`src/rtl/id_ex_reg.sv`:
```
// ID/EX pipeline register with load-use bubble insertion, EX-stall hold,
// deferred flush handling and a saturating bubble counter.
module id_ex_reg #(
  parameter int CTRL_W   = 16,
  parameter int LOAD_BIT = 0,
  parameter int CNT_W    = 16
) (
  input  logic              clk,
  input  logic              rst_n,
  input  logic              id_valid,
  input  logic [31:0]       id_instr,
  input  logic [31:0]       id_pc8,
  input  logic [31:0]       id_rs_data,
  input  logic [31:0]       id_rt_data,
  input  logic [31:0]       id_ext,
  input  logic [CTRL_W-1:0] id_ctrl,
  input  logic [4:0]        id_rs_addr,
  input  logic [4:0]        id_rt_addr,
  input  logic [4:0]        id_wa,
  input  logic              id_uses_rs,
  input  logic              id_uses_rt,
  input  logic              flush,
  input  logic              ex_stall,
  output logic              ex_valid,
  output logic [31:0]       ex_instr,
  output logic [31:0]       ex_pc8,
  output logic [31:0]       ex_rs_data,
  output logic [31:0]       ex_rt_data,
  output logic [31:0]       ex_ext,
  output logic [CTRL_W-1:0] ex_ctrl,
  output logic [4:0]        ex_wa,
  output logic              stall_id,
  output logic              flush_pend,
  output logic [CNT_W-1:0]  bubble_cnt
);

  logic hz;
  logic kill;

  always_comb begin
    hz = ex_valid & ex_ctrl[LOAD_BIT] & (ex_wa != 5'd0) & id_valid &
         ((id_uses_rs & (id_rs_addr == ex_wa)) |
          (id_uses_rt & (id_rt_addr == ex_wa)));
    kill = flush | flush_pend;
    // Gated with rst_n so upstream never sees a stall while in reset.
    stall_id = rst_n & (ex_stall | (hz & ~kill));
  end

  always_ff @(posedge clk or negedge rst_n) begin
    if (!rst_n) begin
      ex_valid   <= 1'b0;
      ex_instr   <= '0;
      ex_pc8     <= '0;
      ex_rs_data <= '0;
      ex_rt_data <= '0;
      ex_ext     <= '0;
      ex_ctrl    <= '0;
      ex_wa      <= '0;
      flush_pend <= 1'b0;
      bubble_cnt <= '0;
    end else if (ex_stall) begin
      if (flush) flush_pend <= 1'b1;
    end else if (kill || hz) begin
      ex_valid   <= 1'b0;
      ex_instr   <= '0;
      ex_pc8     <= '0;
      ex_rs_data <= '0;
      ex_rt_data <= '0;
      ex_ext     <= '0;
      ex_ctrl    <= '0;
      ex_wa      <= '0;
      flush_pend <= 1'b0;
      if (bubble_cnt != '1) bubble_cnt <= bubble_cnt + 1'b1;
    end else if (id_valid) begin
      ex_valid   <= 1'b1;
      ex_instr   <= id_instr;
      ex_pc8     <= id_pc8;
      ex_rs_data <= id_rs_data;
      ex_rt_data <= id_rt_data;
      ex_ext     <= id_ext;
      ex_ctrl    <= id_ctrl;
      ex_wa      <= id_wa;
    end else begin
      // An empty ID slot is captured as an uncounted bubble.
      ex_valid   <= 1'b0;
      ex_instr   <= '0;
      ex_pc8     <= '0;
      ex_rs_data <= '0;
      ex_rt_data <= '0;
      ex_ext     <= '0;
      ex_ctrl    <= '0;
      ex_wa      <= '0;
    end
  end

endmodule

```
`config.mk`:
```
export PLATFORM = sky130hd
export DESIGN_NAME = id_ex_reg
export DESIGN_NICKNAME = d
export VERILOG_FILES = /design/src/rtl/id_ex_reg.sv
export SDC_FILE = /design/constraint.sdc
export NUM_CORES = 1
export LEC_CHECK = 0
export ABC_AREA = 0
export BUFFER_PORTS_ARGS = -buffer_cell sky130_fd_sc_hd__buf_2
export CAP_MARGIN = 20
export CORE_AREA = 2 2 156 158
export CTS_BUF_LIST = sky130_fd_sc_hd__clkbuf_4 sky130_fd_sc_hd__clkbuf_8 sky130_fd_sc_hd__clkbuf_16
export DETAILED_ROUTE_END_ITERATION = 10
export DIE_AREA = 0 0 158 160
export GPL_TIMING_DRIVEN = 1
export PLACE_DENSITY = 0.66
export SLEW_MARGIN = 20
export SYNTH_ARGS = -nofsm -noshare
export SYNTH_HDL_FRONTEND = slang
export SYNTH_SLANG_ARGS = --single-unit
```
`constraint.sdc`:
```
create_clock -name clk -period 2.26 [get_ports clk]
set_input_delay 0.226 -clock clk [delete_from_list [all_inputs] [get_ports clk]]
set_output_delay 0.226 -clock clk [all_outputs]
set_load 0.05 [all_outputs]
```
; After elaboration in Yosys (flattened, before gate mapping)
; Cells that the tools add are included.
[word_totals]
regBits = 199
latchBits = 0
mem_bits_rw = 0
rom_bits = 0
input_bits = 198
output_inout_bits = 200
elab_cells = 52
mem_count = 0
[classes]
add_sub_neg = 1
n_mul = 0
n_div = 0
n_lt_le_gt_ge = 0
n_eq_ne = 4
n_shift = 0
muxes = 19
bitwise_logic = 13
n_reduce_logical = 5
[ops]
columns = operator, n
row1 = $mux 32, 10
row2 = $mux 16, 2
row3 = $add 16x1->16 const B, 1
row4 = $ne 16x16->1 const B, 1
row5 = $eq 5x5->1, 2
row6 = $mux 5, 2
row7 = $and 1x1->1, 8
row8 = $mux 1, 5
row9 = $reduce_bool 5->1, 1
row10 = $or 1x1->1, 3
row11 = $reduce_and 3->1, 1
row12 = $ne 2x2->1 const B, 1
row13 = $not 1->1, 2
row14 = $reduce_and 2->1, 1
row15 = $reduce_bool 2->1, 1
row16 = $logic_or 1x1->1, 1

; Logic depth before layout (Yosys ltp)
; Gate-level depths: netlist of run 1.
[logic_depth]
ltp_word = 7
mapped_depth = 8
depth_no_buf = 7

; Worst setup path before layout of run 1
; Ideal clock, no wire load.
[synth_timing]
path_type = register to output
from = register ex_wa[3]
to = output port stall_id
arrival_ns = 2.183
required_ns = 2.034
setup_slack_ns = -0.149
path_stages_with_launch = 7
n_path_buf = 0
path_cell_list = dfrtp_1 > xor2_1 > nor4_1 > a32oi_1 > nor2_1 > a21oi_1 > nor2b_1
[synth_between]
elab_chain_len = 7
elab_cells_between_ends = 12
classes_between = eq/ne (2) / bitwise (9) / reduce/logical (1)
[synth_rtl]
columns = item, line
row1 = start: declaration, 31  ; output logic [4:0] ex_wa,
row2 = start signal: assignment, 82  ; ex_wa <= id_wa;
row3 = "$eq 5x5->1, or another cell as far along", 42  ; ((id_uses_rs & (id_rs_addr == ex_wa)) |
row4 = $and 1x1->1 (on tied branches), "42, 41, 43"
row5 = $or 1x1->1 / $and 1x1->1 (equally long branches), "42, 41"
row6 = $and 1x1->1 *, 41  ; hz = ex_valid & ex_ctrl[LOAD_BIT] & (ex_wa != 5'd0) & id_valid &
row7 = $and 1x1->1 *, 46  ; stall_id = rst_n & (ex_stall | (hz & ~kill));
row8 = $or 1x1->1 *, 46
row9 = $and 1x1->1 *, 46
row10 = end: declaration, 32  ; output logic stall_id,
; Every way passes the cells marked *; elsewhere a longest branch is shown, timed or not.

; Worst setup path after layout of run 1
[layout_timing]
from = register ex_wa[3]
to = register bubble_cnt[10]
[layout_between]
elab_chain_len = 6
elab_cells_between_ends = 11
classes_between = eq/ne (2) / bitwise (6) / reduce/logical (3)
[layout_rtl]
columns = item, line
row1 = "$eq 5x5->1, or another cell as far along", 42
row2 = $and 1x1->1 (on tied branches), "42, 41, 43"
row3 = $or 1x1->1 / $and 1x1->1 (equally long branches), "42, 41"
row4 = $and 1x1->1 *, 41
row5 = $logic_or 1x1->1 *, 63  ; end else if (kill || hz) begin
row6 = $reduce_and 3->1 (no source line) *, -
row7 = end signal: assignment, 73  ; if (bubble_cnt != '1) bubble_cnt <= bubble_cnt + 1'b1;
row8 = end: declaration, 34  ; output logic [CNT_W-1:0] bubble_cnt
; Marked as above.
; A chain may end at the register's enable or synchronous reset.

==> results of run 1 <==
[final cells by class]
type / instances / area share [%]
clock buffer: 19 / 3.61
sequential: 199 / 40.9
antenna: 2 / 0.0410
tap: 324 / 3.32
timing repair buffer: 554 / 32.3
clock inverter: 13 / 1.13
inverter: 2 / 0.0615
multi-input combinational: 261 / 18.7
[synthesized netlist by cell type]
library cell	instances	area (um2)
sky130_fd_sc_hd__nor2b_1	2	12.5
sky130_fd_sc_hd__a32oi_1	1	8.76
sky130_fd_sc_hd__nand3_1	5	25.0
sky130_fd_sc_hd__and2_0	1	6.26
sky130_fd_sc_hd__nor3_1	3	15.0
sky130_fd_sc_hd__o31a_1	1	8.76
sky130_fd_sc_hd__mux2_2	1	11.3
sky130_fd_sc_hd__xnor2_1	5	43.8
sky130_fd_sc_hd__ha_1	1	12.5
sky130_fd_sc_hd__and4bb_2	1	12.5
sky130_fd_sc_hd__o21ai_0	1	5.00
sky130_fd_sc_hd__inv_1	2	7.51
sky130_fd_sc_hd__nand4_1	5	31.3
sky130_fd_sc_hd__dfrtp_1	199	4980
sky130_fd_sc_hd__a22o_1	181	1590
sky130_fd_sc_hd__nor4_1	5	31.3
sky130_fd_sc_hd__clkbuf_1	22	82.6
sky130_fd_sc_hd__buf_2	21	105
sky130_fd_sc_hd__and3_1	4	25.0
sky130_fd_sc_hd__or3b_2	1	8.76
sky130_fd_sc_hd__nor2_1	10	37.5
sky130_fd_sc_hd__xor2_1	19	166
sky130_fd_sc_hd__a21o_1	1	7.51
sky130_fd_sc_hd__o2111ai_1	1	8.76
sky130_fd_sc_hd__and4_1	1	8.76
sky130_fd_sc_hd__nand2_1	5	18.8
sky130_fd_sc_hd__or4b_1	1	10.0
sky130_fd_sc_hd__or4_1	1	7.51
sky130_fd_sc_hd__a21oi_1	3	15.0
sky130_fd_sc_hd__and3b_1	1	8.76
[routing by layer]
| layer | track usage [%] | routed length [um] | part of all wire (%) |
|---|---|---|---|
| met5 | 0 | 0 | 0 |
| met3 | 5.24 | 1990 | 7.9 |
| met2 | 31.9 | 12500 | 50 |
| met1 | 22.6 | 10100 | 40 |
| met4 | 7.62 | 662 | 2.6 |
[through the flow]
step	utilization [%]	area, um2	hold WS, ns
3_3_place_gp	41.4	9860	0.325
4_1_cts	50.1	11900	0.000183
5_1_grt	51.2	12200	0.00202
6_report	51.2	12200	0.0213
3_5_place_dp	41.4	9860	0.324
2_1_floorplan	-	7320	-0.0696
[path summary, 6_finish.rpt]
| kind | startpoint | cells after the start | endpoint |
|---|---|---|---|
| hold reg to reg | ex_pc8[20] | 1 | ex_pc8[20] |
| setup / recovery | ex_wa[3] | 7 | bubble_cnt[10] |
| max in group asynchronous | rst_n | 3 | ex_ext[5] |
| setup reg to reg | ex_wa[3] | 7 | bubble_cnt[10] |
| hold / removal | id_instr[12] | 2 | ex_instr[12] |
| min in group asynchronous | rst_n | 3 | ex_wa[4] |
[power by group through the flow]
stage	Sequential [mW]	Combinational, mW	Clock [mW]
finish	3.97	1.99	3.00
CTS	3.96	1.94	3.11
global route	4.00	2.09	3.25
floorplan	4.77	0.329	0
global placement	4.02	1.72	0
detailed placement	4.02	1.73	0
[logic make-up after synthesis]
family | count (synthesis) | synth area share, %
AO/OA/AOI/OAI | 189 | 22.4
XOR/XNOR | 24 | 2.88
adder cells (fa/ha/maj) | 1 | 0.171
flip-flops | 199 | 68.2
buffers and inverters | 45 | 2.67
AND/OR/NAND/NOR | 46 | 3.54
multiplexers | 1 | 0.154
[worst max-delay path: stages (launching register included)]
cell and delay [ns]:
sky130_fd_sc_hd__dfrtp_2 0.45, sky130_fd_sc_hd__xor2_1 0.19, sky130_fd_sc_hd__nor4_2 0.34, sky130_fd_sc_hd__a32oi_2 0.18
sky130_fd_sc_hd__buf_4 0.16, sky130_fd_sc_hd__o31a_1 0.33, sky130_fd_sc_hd__or4b_4 0.54, sky130_fd_sc_hd__xnor2_1 0.14
[cell usage in the layout, fill, tap and decap left out, drive strengths merged, types with 2 or more instances in the layout]
| cell type | instances |
|---|---|
| nand4 | 5 |
| clkinv | 6 |
| nor2 | 10 |
| a21oi | 3 |
| nand2 | 5 |
| xnor2 | 5 |
| clkbuf | 26 |
| dfrtp | 199 |
| nor3 | 3 |
| nor2b | 2 |
| buf | 440 |
| and3 | 4 |
| xor2 | 19 |
| nand3 | 5 |
| bufbuf | 3 |
| inv | 9 |
| diode | 2 |
| a22o | 181 |
| nor4 | 5 |
| dlygate4sd3 | 104 |
[state kept, by name, summed over array words and instances (netlist names), 5 cells and up]
register,count
ex_ext,32
ex_rs_data,32
ex_instr,32
ex_wa,5
bubble_cnt,16
ex_pc8,32
ex_ctrl,16
ex_rt_data,32
[timing repair]
item / CTS / global route
resized for setup: 23 / 27
setup buffers: 11 / 8
hold buffers: 104 / 0
setup endpoints to repair: 149 / 194
endpoints found under the hold margin: 302 / 0
gates cloned: 8 / 6
pin swaps: 10 / 18
==> run metrics, run 1 <==
Initial Utilization 30.7%; post-detailed-placement half-perimeter wirelength 15700 um; number of standard-cell rows in the floorplan 57; Final Setup Violations 186; H-tree levels 4; CP required 2.57 ns; final-report hold violation count 0; Total Wirelength 25300 um; maximum clock skew at final layout 0.0188 ns; Clock Path Buffers 2; Sequential cell area 4990 um2; status finished, violations left; Post-DRT Antenna Nets 0; maximum number of pins on one net before global-route repair 180; layout net count 1234; part of the total power dissipated in sequential elements 44.3%; Clk Latency, worst-skew pair 0.43 ns; combinational share of power 22.2%; global-route total usage across every layer 18.9%; antenna violations before repair 2; Tcrit/Tclk final 108%; max-cap check violation count 0; count of buffers from port buffering 397; CP Class reg2reg; via/cell ratio 4.84; die boundary height 160 um; transition at the pin with the smallest max-transition slack 0.973 ns; category of the worst setup path launch point flip-flop; Power Total 8.96 mW; vias in the first global route 6837; setup repair after global routing missed its margin true; upper clock frequency limit 0.408 GHz; clock sink count 199; final non-filler cell total 1374; clock tree from TritonCTS built; number of nets produced by synthesis 704; library cell used as clock root buffer sky130_fd_sc_hd__clkbuf_16; drt first-iter violations 397; via count 6644; number of remaining DRC errors 0; width of the die 158 um; Syn-to-layout area delta 67.0%; sequential element share of the synthesized area 68.2%; number of max-slew violations in the final report 0; detail-routed net length per standard cell 18.4 um; instance count of the mapped netlist 505; cell total after placement 1205; net switching power 2.99 mW; area of the multi-input gates 2280 um2; total clock buffers created by CTS 17; violations in the final reports negative setup slack; post-route worst setup slack -0.191 ns; ratio of cells with drive above 1 in the final layout 48.6%; Top-Level Pins 398; clock edge transition at the registers on the reported setup and hold paths 0.08 ns; Yosys Warn Count 0; Core Footprint 23800 um2; die footprint 25300 um2; switching power share of the total 33.4%; P_leak 6.61 nW; first-pass GRT wire length 36900 um; Max-slew headroom 35.2%; Mapped Avg Cell Area 14.5 um2; min cycle time layout 2.45 ns; Routability Congestion 0.791; number of unique standard cell types used by synthesis 30; data arrival time at the worst-slack endpoint 2.76 ns; internal power summed over all cells 5.97 mW; residual overflow from global routing 0; areal power density over the cells 734 nW/um2; drt first pass iters 4; critical path capture point type flip-flop; pre-CTS worst setup slack -0.121 ns; flip-flop and latch count after synthesis 199; worst IR drop on VDD 0.421 mV; Worst R2R Setup Slack -0.19 ns; fillers 2060; class of the tightest hold or removal check in2reg; synthesized area 7310 um2; largest fanout on the critical path 6; clock network fraction of total power 33.5%; Sum Neg Setup Slack -19.73 ns
No activity file was read; power rests on OpenSTA's default activity.
==> run 2, diff against run 1 <==
MAX_ROUTING_LAYER = met4   (was default)
REMOVE_ABC_BUFFERS = 1   (was default)
==> run 2 against run 1 <==
The flow still finishes with violations (negative setup slack). Global-route usage down 1.2 points. Sequential power about the same. Critical path depth unchanged. Worst setup slack worse by 0.022 ns. Core utilization down 0.67 points. Sequential cell count unchanged. Sequential share of layout area up 0.48 points. Combinational power about the same. Worst hold slack worse by 0.0015 ns. Clock skew down 0.0023 ns. Design area down 1.3%.
==> run metrics, run 2 (synthesis gave the netlist of run 1 again) <==
status finished, violations left; violations in the final reports negative setup slack; Max-slew headroom 53.3%; ordered list of cells on the worst path or4_4 > o2111ai_4 > nor2_2 > buf_4 > a21oi_2 > nor2b_1 > buf_6; clock tree from TritonCTS built; layout net count 1221; Sum Neg Setup Slack -15.33 ns; global-route total usage across every layer 17.7%; via/cell ratio 4.74; M1 wire length 10300 um; number of remaining DRC errors 0; max-cap check violation count 0; Initial Utilization 30.7%; category of the worst setup path launch point flip-flop; final-report hold violation count 0; areal power density over the cells 749 nW/um2; maximum number of pins on one net before global-route repair 127; number of standard-cell rows in the floorplan 57; width of the die 158 um; class of the tightest hold or removal check in2reg; fillers 2139; largest fanout on the critical path 4; maximum clock skew at final layout 0.0165 ns; most common library cell in the layout ignoring fill and taps sky130_fd_sc_hd__buf_2; antenna violations before repair 2; H-tree levels 4; Total Wirelength 24800 um; Syn-to-layout area delta 64.8%; data arrival time at the worst-slack endpoint 2.25 ns; setup repair after global routing missed its margin true; Post-DRT Antenna Nets 0; CP peak stage delay 0.56 ns; Clock Path Buffers 2; CP Class reg2out; slowest cell on the critical path sky130_fd_sc_hd__or4_4; ratio of cells with drive above 1 in the final layout 48.2%; area of the multi-input gates 2240 um2; Clk Latency, worst-skew pair 0.43 ns; Core Footprint 23800 um2; die boundary height 160 um; detail-routed net length per standard cell 18.2 um; post-detailed-placement half-perimeter wirelength 15200 um; Top-Level Pins 398; Final Setup Violations 185; clock edge transition at the registers on the reported setup and hold paths 0.08 ns; clock sink count 199; Routability Congestion 0.785; vias in the first global route 6389; CP required 2.03 ns; Tcrit/Tclk final 109%; transition at the pin with the smallest max-transition slack 0.700 ns; Util after Layout 50.5%; die footprint 25300 um2; highest routed layer met4; critical path capture point type output pin; residual overflow from global routing 0; total clock buffers created by CTS 17; via count 6445; P_leak 6.55 nW; drt first pass iters 4; Sequential cell area 4980 um2; count of buffers from port buffering 397; number of max-slew violations in the final report 0; library cell used as clock root buffer sky130_fd_sc_hd__clkbuf_16; commonest cells after routing, fill and taps aside 394 x sky130_fd_sc_hd__buf_2, 199 x sky130_fd_sc_hd__dfrtp_1, 181 x sky130_fd_sc_hd__a22o_1, 90 x sky130_fd_sc_hd__dlygate4sd3_1, 30 x sky130_fd_sc_hd__clkbuf_16; first-pass GRT wire length 33900 um; routed length on met3 1710 um; min cycle time layout 2.47 ns; upper clock frequency limit 0.404 GHz; post-route worst setup slack -0.213 ns; Detail Route met2 WL 12400 um; drt first-iter violations 391; worst IR drop on VDD 0.545 mV
run 2: worst paths after layout:
path | from | end | slack (ns) | depth (start not counted)
max in group asynchronous | rst_n | ex_ext[12] | 1.04 | 3
worst max-delay path | ex_wa[1] | stall_id | -0.21 | 7
worst min-delay path | id_pc8[4] | ex_pc8[4] | 0.02 | 2
min in group asynchronous | rst_n | ex_pc8[18] | 0.28 | 2
worst min register to register | ex_pc8[31] | ex_pc8[31] | 0.51 | 1
worst max register to register | ex_wa[1] | ex_ext[17] | -0.12 | 7
run 2: worst max-delay path: cells and delay by family (launching register included):
family / cells / cell delay [ns]
and+or+nand+nor: 3 / 0.71
DFF: 1 / 0.42
AOI/OAI and AO/OA: 2 / 0.39
buffers and inverters: 2 / 0.30
run 2: power by group:
group / switching, mW / internal [mW] / total, mW
sequential: 0.181 / 3.78 / 3.96
clock: 1.49 / 1.61 / 3.10
combinational: 1.29 / 0.676 / 1.96
total: 2.95 / 6.06 / 9.02
run 2: final cells by class:
class                           count  area share (%)
Inverter                            2          0.0624
Clock buffer                       19            3.66
Sequential cell                   199            41.4
Antenna cell                        2          0.0416
Timing Repair Buffer              541            31.6
Clock inverter                     13            1.33
Multi-Input combinational cell    261            18.6
Tap cell                          324            3.37
run 2: timing repair:
action,4_1_cts,5_1_grt
cloned,1,17
buffers inserted,4,7
endpoints found under the hold margin,109,6
setup endpoints to repair,149,157
gates resized for setup,6,38
hold buffers,84,6
pin swaps,3,23
run 2: through the flow:
step	cell area [um2]	hold slack, ns	setup WS [ns]	power, mW	cells
5_1_grt	12000	0.00223	-0.301	9.42	1361
3_3_place_gp	9820	0.146	0.0217	5.73	1208
2_1_floorplan	7120	-0.0696	-1.60	5.05	462
6_report	12000	0.0199	-0.213	9.02	1361
4_1_cts	11400	0.0000787	-0.200	9.01	1329
3_5_place_dp	9820	0.149	-0.0751	5.74	1208
run 2: routing by layer:
| metal | GRT usage [%] | vias up |
|---|---|---|
| met4 | 5.57 | 0 |
| met1 | 21.3 | 3151 |
| met3 | 4.45 | 23 |
| li1 | - | 2979 |
| met2 | 29.0 | 292 |
| met5 | - | - |
